### config.mk
export PLATFORM = sky130hd
export DESIGN_NAME = puzzle_move_controller_flat
export DESIGN_NICKNAME = d
export VERILOG_FILES = /design/src/rtl/puzzle_pkg.sv /design/src/rtl/puzzle_move_controller_if.sv /design/src/rtl/puzzle_move_decode.sv /design/src/rtl/puzzle_move_controller.sv /design/src/flat_wrapper.sv
export SDC_FILE = /design/constraint.sdc
export NUM_CORES = 1
export LEC_CHECK = 0
export BUFFER_PORTS_ARGS = -buffer_cell sky130_fd_sc_hd__buf_4
export CAP_MARGIN = 15
export CORE_MARGIN = 8
export CORE_UTILIZATION = 25
export CTS_CLUSTER_SIZE = 28
export DETAILED_ROUTE_END_ITERATION = 8
export PLACE_DENSITY_LB_ADDON = 0.25
export SKIP_LAST_GASP = 1
export SLEW_MARGIN = 20
export SYNTH_ARGS = -nofsm -noshare
export SYNTH_HDL_FRONTEND = slang
export SYNTH_SLANG_ARGS = --single-unit
### constraint.sdc
create_clock -name clk -period 3.25 [get_ports clk]
set_input_delay 0.325 -clock clk [delete_from_list [all_inputs] [get_ports clk]]
set_output_delay 0.325 -clock clk [all_outputs]
set_load 0.01 [all_outputs]
### src/rtl/puzzle_pkg.sv
// Shared types and constants for the sliding-puzzle move controller.
package puzzle_pkg;

  localparam int unsigned TILE_PITCH = 29;
  localparam int unsigned GRID_DIM   = 4;
  localparam logic [3:0]  BLANK_VAL  = 4'd0;

  typedef enum logic [2:0] {
    IDLE,
    MOVE,
    DRAW_BLANK,
    DRAW_GAP,
    DRAW_TILE,
    CHECK,
    WON
  } state_t;

  // One-hot direction vector, bit order {right, left, down, up}
  typedef enum logic [3:0] {
    DIR_UP    = 4'b0001,
    DIR_DOWN  = 4'b0010,
    DIR_LEFT  = 4'b0100,
    DIR_RIGHT = 4'b1000
  } dir_t;

  function automatic logic [1:0] rowOf(input logic [4:0] pos);
    logic [4:0] idx;
    idx = pos - 5'd1;
    return idx[3:2];
  endfunction

  function automatic logic [1:0] colOf(input logic [4:0] pos);
    logic [4:0] idx;
    idx = pos - 5'd1;
    return idx[1:0];
  endfunction

endpackage

### src/rtl/puzzle_move_controller_if.sv
// Redraw handshake between the move controller and the tile drawer.
interface puzzle_move_controller_if;
  logic       draw_req;
  logic [7:0] draw_x;
  logic [6:0] draw_y;
  logic [3:0] draw_num;
  logic       draw_done;

  modport master (output draw_req, draw_x, draw_y, draw_num, input draw_done);
  modport slave  (input draw_req, draw_x, draw_y, draw_num, output draw_done);
endinterface

### src/rtl/puzzle_move_decode.sv
// Combinational legality check and source block for a one-hot direction request.
module puzzle_move_decode
  import puzzle_pkg::*;
(
  input  logic [4:0] blankPos,
  input  logic [3:0] dirOneHot,
  output logic       legal,
  output logic [4:0] src
);

  localparam logic [1:0] LAST = 2'(GRID_DIM - 1);
  localparam logic [4:0] STEP = 5'(GRID_DIM);

  logic [1:0] row;
  logic [1:0] col;

  always_comb begin
    row   = rowOf(blankPos);
    col   = colOf(blankPos);
    legal = 1'b0;
    src   = blankPos;
    // Non-one-hot vectors fall to default and are never legal
    case (dirOneHot)
      DIR_UP:    begin legal = (row != LAST);  src = blankPos + STEP; end
      DIR_DOWN:  begin legal = (row != 2'd0);  src = blankPos - STEP; end
      DIR_LEFT:  begin legal = (col != LAST);  src = blankPos + 5'd1; end
      DIR_RIGHT: begin legal = (col != 2'd0);  src = blankPos - 5'd1; end
      default:   begin legal = 1'b0;           src = blankPos;        end
    endcase
  end

endmodule

### src/rtl/puzzle_move_controller.sv
// Turns direction pulses into single-tile board moves, sequences the two-tile
// redraw, counts moves and latches the win condition.
module puzzle_move_controller
  import puzzle_pkg::*;
#(
  parameter int unsigned TILE_PITCH = puzzle_pkg::TILE_PITCH,
  parameter int unsigned CNT_W      = 10
) (
  input  logic                     clk,
  input  logic                     resetn,
  input  logic [4:0]               init_blank,
  input  logic                     dir_up,
  input  logic                     dir_down,
  input  logic                     dir_left,
  input  logic                     dir_right,
  input  logic [63:0]              board_state,
  input  logic                     win_in,
  puzzle_move_controller_if.master draw,
  output logic [4:0]               move_from,
  output logic [4:0]               move_to,
  output logic                     busy,
  output logic                     illegal,
  output logic [CNT_W-1:0]         move_count,
  output logic                     won
);

  localparam logic [7:0] PITCH8 = 8'(TILE_PITCH);

  state_t     state, nextState;
  logic [4:0] blankPos, srcPos, dstPos;
  logic [3:0] dirVec;
  logic       decLegal;
  logic [4:0] decSrc;
  logic [4:0] drawPos;
  logic [4:0] dstIdx;
  logic [7:0] originX, originY;

  assign dirVec = {dir_right, dir_left, dir_down, dir_up};
  assign dstIdx = dstPos - 5'd1;

  puzzle_move_decode u_decode (
    .blankPos  (blankPos),
    .dirOneHot (dirVec),
    .legal     (decLegal),
    .src       (decSrc)
  );

  always_ff @(posedge clk) begin
    if (!resetn) state <= IDLE;
    else         state <= nextState;
  end

  always_comb begin
    nextState     = state;
    move_from     = blankPos;
    move_to       = blankPos;
    draw.draw_req = 1'b0;
    draw.draw_num = BLANK_VAL;
    drawPos       = dstPos;
    case (state)
      IDLE:       if (decLegal) nextState = MOVE;
      MOVE: begin
        move_from = srcPos;
        move_to   = dstPos;
        nextState = DRAW_BLANK;
      end
      DRAW_BLANK: begin
        draw.draw_req = 1'b1;
        drawPos       = srcPos;
        if (draw.draw_done) nextState = DRAW_GAP;
      end
      DRAW_GAP:   nextState = DRAW_TILE;
      DRAW_TILE: begin
        draw.draw_req = 1'b1;
        draw.draw_num = board_state[{dstIdx[3:0], 2'b00} +: 4];
        if (draw.draw_done) nextState = CHECK;
      end
      CHECK:      nextState = win_in ? WON : IDLE;
      WON:        nextState = WON;
      default:    nextState = IDLE;
    endcase
  end

  assign originX = {6'd0, colOf(drawPos)} * PITCH8;
  assign originY = {6'd0, rowOf(drawPos)} * PITCH8;
  assign draw.draw_x = draw.draw_req ? originX : '0;
  assign draw.draw_y = draw.draw_req ? originY[6:0] : '0;

  always_ff @(posedge clk) begin
    if (!resetn) begin
      blankPos   <= init_blank;
      srcPos     <= init_blank;
      dstPos     <= init_blank;
      move_count <= '0;
      won        <= 1'b0;
      illegal    <= 1'b0;
    end else begin
      // Multi-bit requests decode as illegal, so one term covers both rejections
      illegal <= (state == IDLE) && (dirVec != '0) && !decLegal;
      if (state == IDLE && decLegal) begin
        srcPos <= decSrc;
        dstPos <= blankPos;
      end
      if (state == MOVE) begin
        blankPos <= srcPos;
        if (move_count != '1) move_count <= move_count + CNT_W'(1);
      end
      if (state == CHECK && win_in) won <= 1'b1;
    end
  end

  assign busy = (state != IDLE) && (state != WON);

endmodule

### src/flat_wrapper.sv
// flat-port wrapper written by rule: the top's interface ports become plain ports
module puzzle_move_controller_flat import puzzle_pkg::*;
#(
  parameter int unsigned TILE_PITCH = puzzle_pkg::TILE_PITCH,
  parameter int unsigned CNT_W      = 10
)
  (clk, resetn, init_blank, dir_up, dir_down, dir_left, dir_right, board_state, win_in, move_from, move_to, busy, illegal, move_count, won, draw_draw_req, draw_draw_x, draw_draw_y, draw_draw_num, draw_draw_done);
  puzzle_move_controller_if draw_i ();
  input  logic clk;
  input  logic resetn;
  input  logic [4:0] init_blank;
  input  logic dir_up;
  input  logic dir_down;
  input  logic dir_left;
  input  logic dir_right;
  input  logic [63:0] board_state;
  input  logic win_in;
  output logic [4:0] move_from;
  output logic [4:0] move_to;
  output logic busy;
  output logic illegal;
  output logic [CNT_W-1:0] move_count;
  output logic won;
  output wire logic [$bits(draw_i.draw_req)-1:0] draw_draw_req;
  output wire logic [$bits(draw_i.draw_x)-1:0] draw_draw_x;
  output wire logic [$bits(draw_i.draw_y)-1:0] draw_draw_y;
  output wire logic [$bits(draw_i.draw_num)-1:0] draw_draw_num;
  input wire logic [$bits(draw_i.draw_done)-1:0] draw_draw_done;
  assign draw_draw_req = draw_i.draw_req;
  assign draw_draw_x = draw_i.draw_x;
  assign draw_draw_y = draw_i.draw_y;
  assign draw_draw_num = draw_i.draw_num;
  assign draw_i.draw_done = draw_draw_done;
  puzzle_move_controller #(.TILE_PITCH(TILE_PITCH), .CNT_W(CNT_W)) u_core (.clk(clk), .resetn(resetn), .init_blank(init_blank), .dir_up(dir_up), .dir_down(dir_down), .dir_left(dir_left), .dir_right(dir_right), .board_state(board_state), .win_in(win_in), .draw(draw_i), .move_from(move_from), .move_to(move_to), .busy(busy), .illegal(illegal), .move_count(move_count), .won(won));
endmodule
==> impl_results.html <==
<table>
<tr><th>Metric</th><th>Value</th></tr>
<tr><th colspan="2">Timing</th></tr>
<tr><td>Post-Route Hold Slack</td><td>0.3196 ns</td></tr>
<tr><td>Slew of the pin with the lowest slew margin</td><td>0.6670 ns</td></tr>
<tr><td>Headroom to the max-slew limit</td><td>55.53%</td></tr>
<tr><td>Endpoints failing hold</td><td>0</td></tr>
<tr><td>Count of endpoints failing setup in the final report</td><td>0</td></tr>
<tr><td>Fmax</td><td>0.3322 GHz</td></tr>
<tr><td>Count of pins over their slew limit</td><td>0</td></tr>
<tr><td>Final total negative setup slack</td><td>0 ns</td></tr>
<tr><td>Final setup skew</td><td>0.005785 ns</td></tr>
<tr><td>RSZ-0062 raised after global routing</td><td>no</td></tr>
<tr><td>Final critical path time including I/O delays and setup</td><td>3.010 ns</td></tr>
<tr><td>Crit share post-route</td><td>92.62%</td></tr>
<tr><td>Least setup slack across all paths after layout</td><td>0.2398 ns</td></tr>
<tr><th colspan="2">Worst hold path</th></tr>
<tr><td>Worst Hold Path Cells</td><td>3</td></tr>
<tr><td>Worst Hold Launch</td><td>win_in</td></tr>
<tr><td>Hold EP</td><td>u_core.won$_SDFFE_PN0P_</td></tr>
<tr><td>Worst hold path class</td><td>primary input to register</td></tr>
<tr><th colspan="2">Place</th></tr>
<tr><td>Setup slack after placement</td><td>0.5454 ns</td></tr>
<tr><td>Detail Placement HPWL</td><td>7577 um</td></tr>
<tr><td>Buffers on Ports</td><td>118</td></tr>
<tr><td>Final Wtd Congestion</td><td>0.8545</td></tr>
<tr><th colspan="2">Setup path</th></tr>
<tr><td>R2R Path End</td><td>u_core.dstPos[1]$_DFFE_PP_</td></tr>
<tr><td>Length in cells of the worst reg-to-reg path</td><td>7</td></tr>
<tr><td>Worst flop-to-flop path startpoint</td><td>u_core.blankPos[0]$_DFF_P_</td></tr>
<tr><td>Startpoint Class</td><td>register</td></tr>
<tr><td>Worst reg-to-reg setup slack</td><td>1.01 ns</td></tr>
<tr><td>Type of the worst setup path</td><td>register to primary output</td></tr>
<tr><td>Delay of the slowest cell on the worst path</td><td>0.50 ns</td></tr>
<tr><td>Number of buffer and inverter stages on the critical path</td><td>3</td></tr>
<tr><td>Required time at the worst-slack endpoint</td><td>2.92 ns</td></tr>
<tr><td>Endpoint arrival time on the critical path</td><td>2.69 ns</td></tr>
<tr><td>Cell-by-cell listing of the critical path</td><td>nor3b_1, buf_4, nor2_1, a21oi_1, ha_1, xor2_1, inv_1, ha_1, and2_1, buf_4</td></tr>
<tr><td>Kind of cell adding the most delay to the critical path</td><td>flip-flops</td></tr>
<tr><td>Crit-path slowest cell</td><td>sky130_fd_sc_hd__dfxtp_1</td></tr>
<tr><td>Largest fanout on the critical path</td><td>10</td></tr>
<tr><td>Endpoint kind of the worst setup timing path</td><td>primary output</td></tr>
<tr><th colspan="2">GRT</th></tr>
<tr><td>First-pass GRT wire length</td><td>14520 um</td></tr>
<tr><td>Global router's overall resource usage</td><td>12.10%</td></tr>
<tr><td>Via count of the first global-routing pass</td><td>2759</td></tr>
<tr><td>Pin count of the biggest net entering global routing</td><td>27</td></tr>
<tr><td>Initial antenna violation count</td><td>0</td></tr>
<tr><td>Total grt overflow</td><td>0</td></tr>
<tr><th colspan="2">Finish</th></tr>
<tr><td>Commonest cells after routing, fill and taps aside</td><td>124 x sky130_fd_sc_hd__buf_4, 36 x sky130_fd_sc_hd__nand2_1, 28 x sky130_fd_sc_hd__nor2_1</td></tr>
<tr><td>Area of combinational cells with multiple inputs</td><td>0.001859 sq mm</td></tr>
<tr><td>Post-synthesis to final-layout area growth</td><td>37.37%</td></tr>
<tr><td>Fraction of layout cells with a size suffix above 1</td><td>39.00%</td></tr>
<tr><td>Filler cell count</td><td>1154</td></tr>
<tr><td>Post-layout net count</td><td>507</td></tr>
<tr><td>Antenna Diode Count</td><td>0</td></tr>
<tr><td>Most common cell after layout, fill and taps aside</td><td>sky130_fd_sc_hd__buf_4</td></tr>
<tr><td>Utilization of the core after routing</td><td>35.21%</td></tr>
<tr><td>Sequential cell area</td><td>700.7 sq um</td></tr>
<tr><th colspan="2">Route</th></tr>
<tr><td>Number of remaining DRC errors</td><td>0</td></tr>
<tr><td>Antenna-violating nets left</td><td>0</td></tr>
<tr><td>DR vias/cell</td><td>5.070</td></tr>
<tr><td>Initial detailed-routing violation count</td><td>102</td></tr>
<tr><td>Routed WL</td><td>9351 um</td></tr>
<tr><td>Total via count after detailed routing</td><td>2829</td></tr>
<tr><td>Router iterations before antenna repair</td><td>4</td></tr>
<tr><td>Post-DR wirelength/cell</td><td>16.76 um</td></tr>
<tr><th colspan="2">Clocking</th></tr>
<tr><td>Number of clock buffers inserted by TritonCTS</td><td>5</td></tr>
<tr><td>Clock latency on the worst-skew pair</td><td>0.28 ns</td></tr>
<tr><td>Worst-path clk slew</td><td>0.06 ns</td></tr>
<tr><td>CTS Buffer Depth</td><td>2</td></tr>
<tr><td>CTS resizes</td><td>0</td></tr>
<tr><td>Post-CTS Setup Bufs</td><td>0</td></tr>
<tr><td>Sink count of the clock tree</td><td>30</td></tr>
<tr><td>H-tree depth</td><td>2</td></tr>
<tr><td>Count of hold-fix buffers inserted at cts</td><td>0</td></tr>
<tr><td>TritonCTS clock tree</td><td>yes</td></tr>
<tr><td>Root Buffer</td><td>sky130_fd_sc_hd__clkbuf_8</td></tr>
<tr><th colspan="2">Die</th></tr>
<tr><td>Width of the die</td><td>121.4 um</td></tr>
<tr><td>Starting density of the core</td><td>25.63%</td></tr>
<tr><td>Number of placement rows</td><td>38</td></tr>
<tr><td>Core Box Area</td><td>0.01084 sq mm</td></tr>
<tr><td>Die area</td><td>0.01475 sq mm</td></tr>
<tr><td>Number of placed I/O pins</td><td>120</td></tr>
<tr><td>Die height</td><td>121.4 um</td></tr>
<tr><th colspan="2">Synthesis</th></tr>
<tr><td>Commonest register cell after synthesis</td><td>sky130_fd_sc_hd__dfxtp_1</td></tr>
<tr><td>Cell area after technology mapping</td><td>0.002779 sq mm</td></tr>
<tr><td>Synthesis-stage register bit count</td><td>30</td></tr>
<tr><td>Post-synth cell types</td><td>56</td></tr>
<tr><td>Share of synthesized registers carrying an async set or reset</td><td>0%</td></tr>
<tr><td>Syn_nets</td><td>403</td></tr>
<tr><td>Mean Syn Cell Area</td><td>8.878 sq um</td></tr>
<tr><td>Number of enable-type register cells in the synthesized netlist</td><td>10</td></tr>
<tr><td>Post-synthesis sequential area ratio</td><td>25.21%</td></tr>
<tr><td>Ys Warns</td><td>0</td></tr>
<tr><td>Synth Instances</td><td>313</td></tr>
<tr><th colspan="2">Run status</th></tr>
<tr><td>Run status</td><td>complete, no violations</td></tr>
<tr><th colspan="2">Pwr</th></tr>
<tr><td>Largest vdd supply drop</td><td>151.9 uV</td></tr>
<tr><td>Total power consumption of the routed design</td><td>1388 uW</td></tr>
<tr><td>Leakage power figure</td><td>0.001681 uW</td></tr>
<tr><td>Power per unit of standard cell area</td><td>363.6 mW/mm^2</td></tr>
<tr><th colspan="2">Flow run</th></tr>
<tr><td>Max Cap Violations</td><td>0</td></tr>
</table>
[synth_stat cells, types with 2 or more instances]
master	n	share of area (%)
sky130_fd_sc_hd__nand2b_1	5	1.1
sky130_fd_sc_hd__o31ai_1	5	1.4
sky130_fd_sc_hd__xnor2_1	7	2.2
sky130_fd_sc_hd__and2_1	7	1.6
sky130_fd_sc_hd__a21o_1	2	0.54
sky130_fd_sc_hd__edfxtp_1	10	11
sky130_fd_sc_hd__nor3_1	8	1.4
sky130_fd_sc_hd__and3_1	2	0.45
sky130_fd_sc_hd__mux4_2	16	13
sky130_fd_sc_hd__o22ai_1	7	1.6
sky130_fd_sc_hd__or2_2	2	0.45
sky130_fd_sc_hd__nand3b_1	3	0.81
sky130_fd_sc_hd__mux2i_1	10	3.6
sky130_fd_sc_hd__a21oi_1	10	1.8
sky130_fd_sc_hd__nor4_1	2	0.45
sky130_fd_sc_hd__o2111ai_1	2	0.63
sky130_fd_sc_hd__nand2_1	36	4.9
sky130_fd_sc_hd__o41ai_1	4	1.3
sky130_fd_sc_hd__a221oi_1	2	0.63
sky130_fd_sc_hd__buf_4	7	1.9
sky130_fd_sc_hd__or4_1	2	0.54
sky130_fd_sc_hd__a211oi_1	2	0.54
sky130_fd_sc_hd__o21ai_0	8	1.4
sky130_fd_sc_hd__buf_6	3	1.2
sky130_fd_sc_hd__ha_1	12	5.4
sky130_fd_sc_hd__clkbuf_1	10	1.4
sky130_fd_sc_hd__buf_2	7	1.3
sky130_fd_sc_hd__or3b_2	3	0.95
sky130_fd_sc_hd__a31o_2	2	0.63
sky130_fd_sc_hd__nand3_1	5	0.90
sky130_fd_sc_hd__nor2b_1	4	0.90
sky130_fd_sc_hd__dfxtp_1	20	14
sky130_fd_sc_hd__a31oi_1	8	1.8
sky130_fd_sc_hd__mux2_2	4	1.6
sky130_fd_sc_hd__or4b_1	2	0.72
sky130_fd_sc_hd__xor2_1	7	2.2
sky130_fd_sc_hd__inv_1	16	2.2
sky130_fd_sc_hd__nor4b_1	2	0.63
sky130_fd_sc_hd__o221ai_1	4	1.3
sky130_fd_sc_hd__nor3b_1	2	0.54
sky130_fd_sc_hd__nor2_1	28	3.8
[worst max-delay path by stage]
stage                                             from          endpoint  slack [ns]  cells past startpoint
after floorplan             u_core.dstPos[0]$_DFFE_PP_  draw_draw_num[0]        0.50                      9
after global placement    u_core.state[1]$_SDFFE_PN0P_    draw_draw_y[3]        0.61                     10
after detailed placement  u_core.state[1]$_SDFFE_PN0P_    draw_draw_y[3]        0.55                     10
after CTS                 u_core.state[1]$_SDFFE_PN0P_    draw_draw_y[3]        0.24                     10
after global routing      u_core.state[1]$_SDFFE_PN0P_    draw_draw_y[3]        0.02                     10
final                     u_core.state[1]$_SDFFE_PN0P_    draw_draw_y[3]        0.24                     10
[final cells by class]
cell class	instances	share of cell area (%)
Timing Repair Buffer	124	24.39
Tap cell	140	4.589
Clock buffer	7	2.262
Clock inverter	1	0.1311
Multi-Input combinational cell	240	48.71
Sequential cell	30	18.35
Inverter	16	1.573
[metal layers]
metal / vias up / global-route usage (%) / part of all wire (%)
met4: 0 / 2.544 / 0.74
li1: 1359 / - / -
met5: - / 0 / 0
met3: 7 / 3.164 / 9.0
met1: 1348 / 15.28 / 46
met2: 115 / 20.20 / 45
[report_power, final]
group	internal, uW	switching (uW)
clock network	171	141
logic	316	290
registers	424	45.5
[kinds of logic after synthesis]
kind of cell	synth area share, %
simple gates	21.70
compound gates	16.34
buf+inv	7.879
mux	18.19
flops	25.21
xor+xnor	4.413
fa+ha+maj	6.123
other cells	0.1349
[worst min-delay path, stage by stage]
cell and delay, ns:
sky130_fd_sc_hd__buf_4 0.09, sky130_fd_sc_hd__a31oi_1 0.08, sky130_fd_sc_hd__nor2_1 0.07
[state kept, by name (all words and copies together) (netlist names)]
name               cells
u_core.won             1
u_core.blankPos        5
u_core.state           3
u_core.move_count     10
u_core.srcPos          5
u_core.illegal         1
u_core.dstPos          5
[stage by stage]
step | cells | area [sq um]
floorplan | 313 | 2779
global placement | 550 | 3726
detailed placement | 550 | 3726
CTS | 558 | 3817
global route | 558 | 3817
finish | 558 | 3817
No activity file was read; power rests on OpenSTA's default activity.
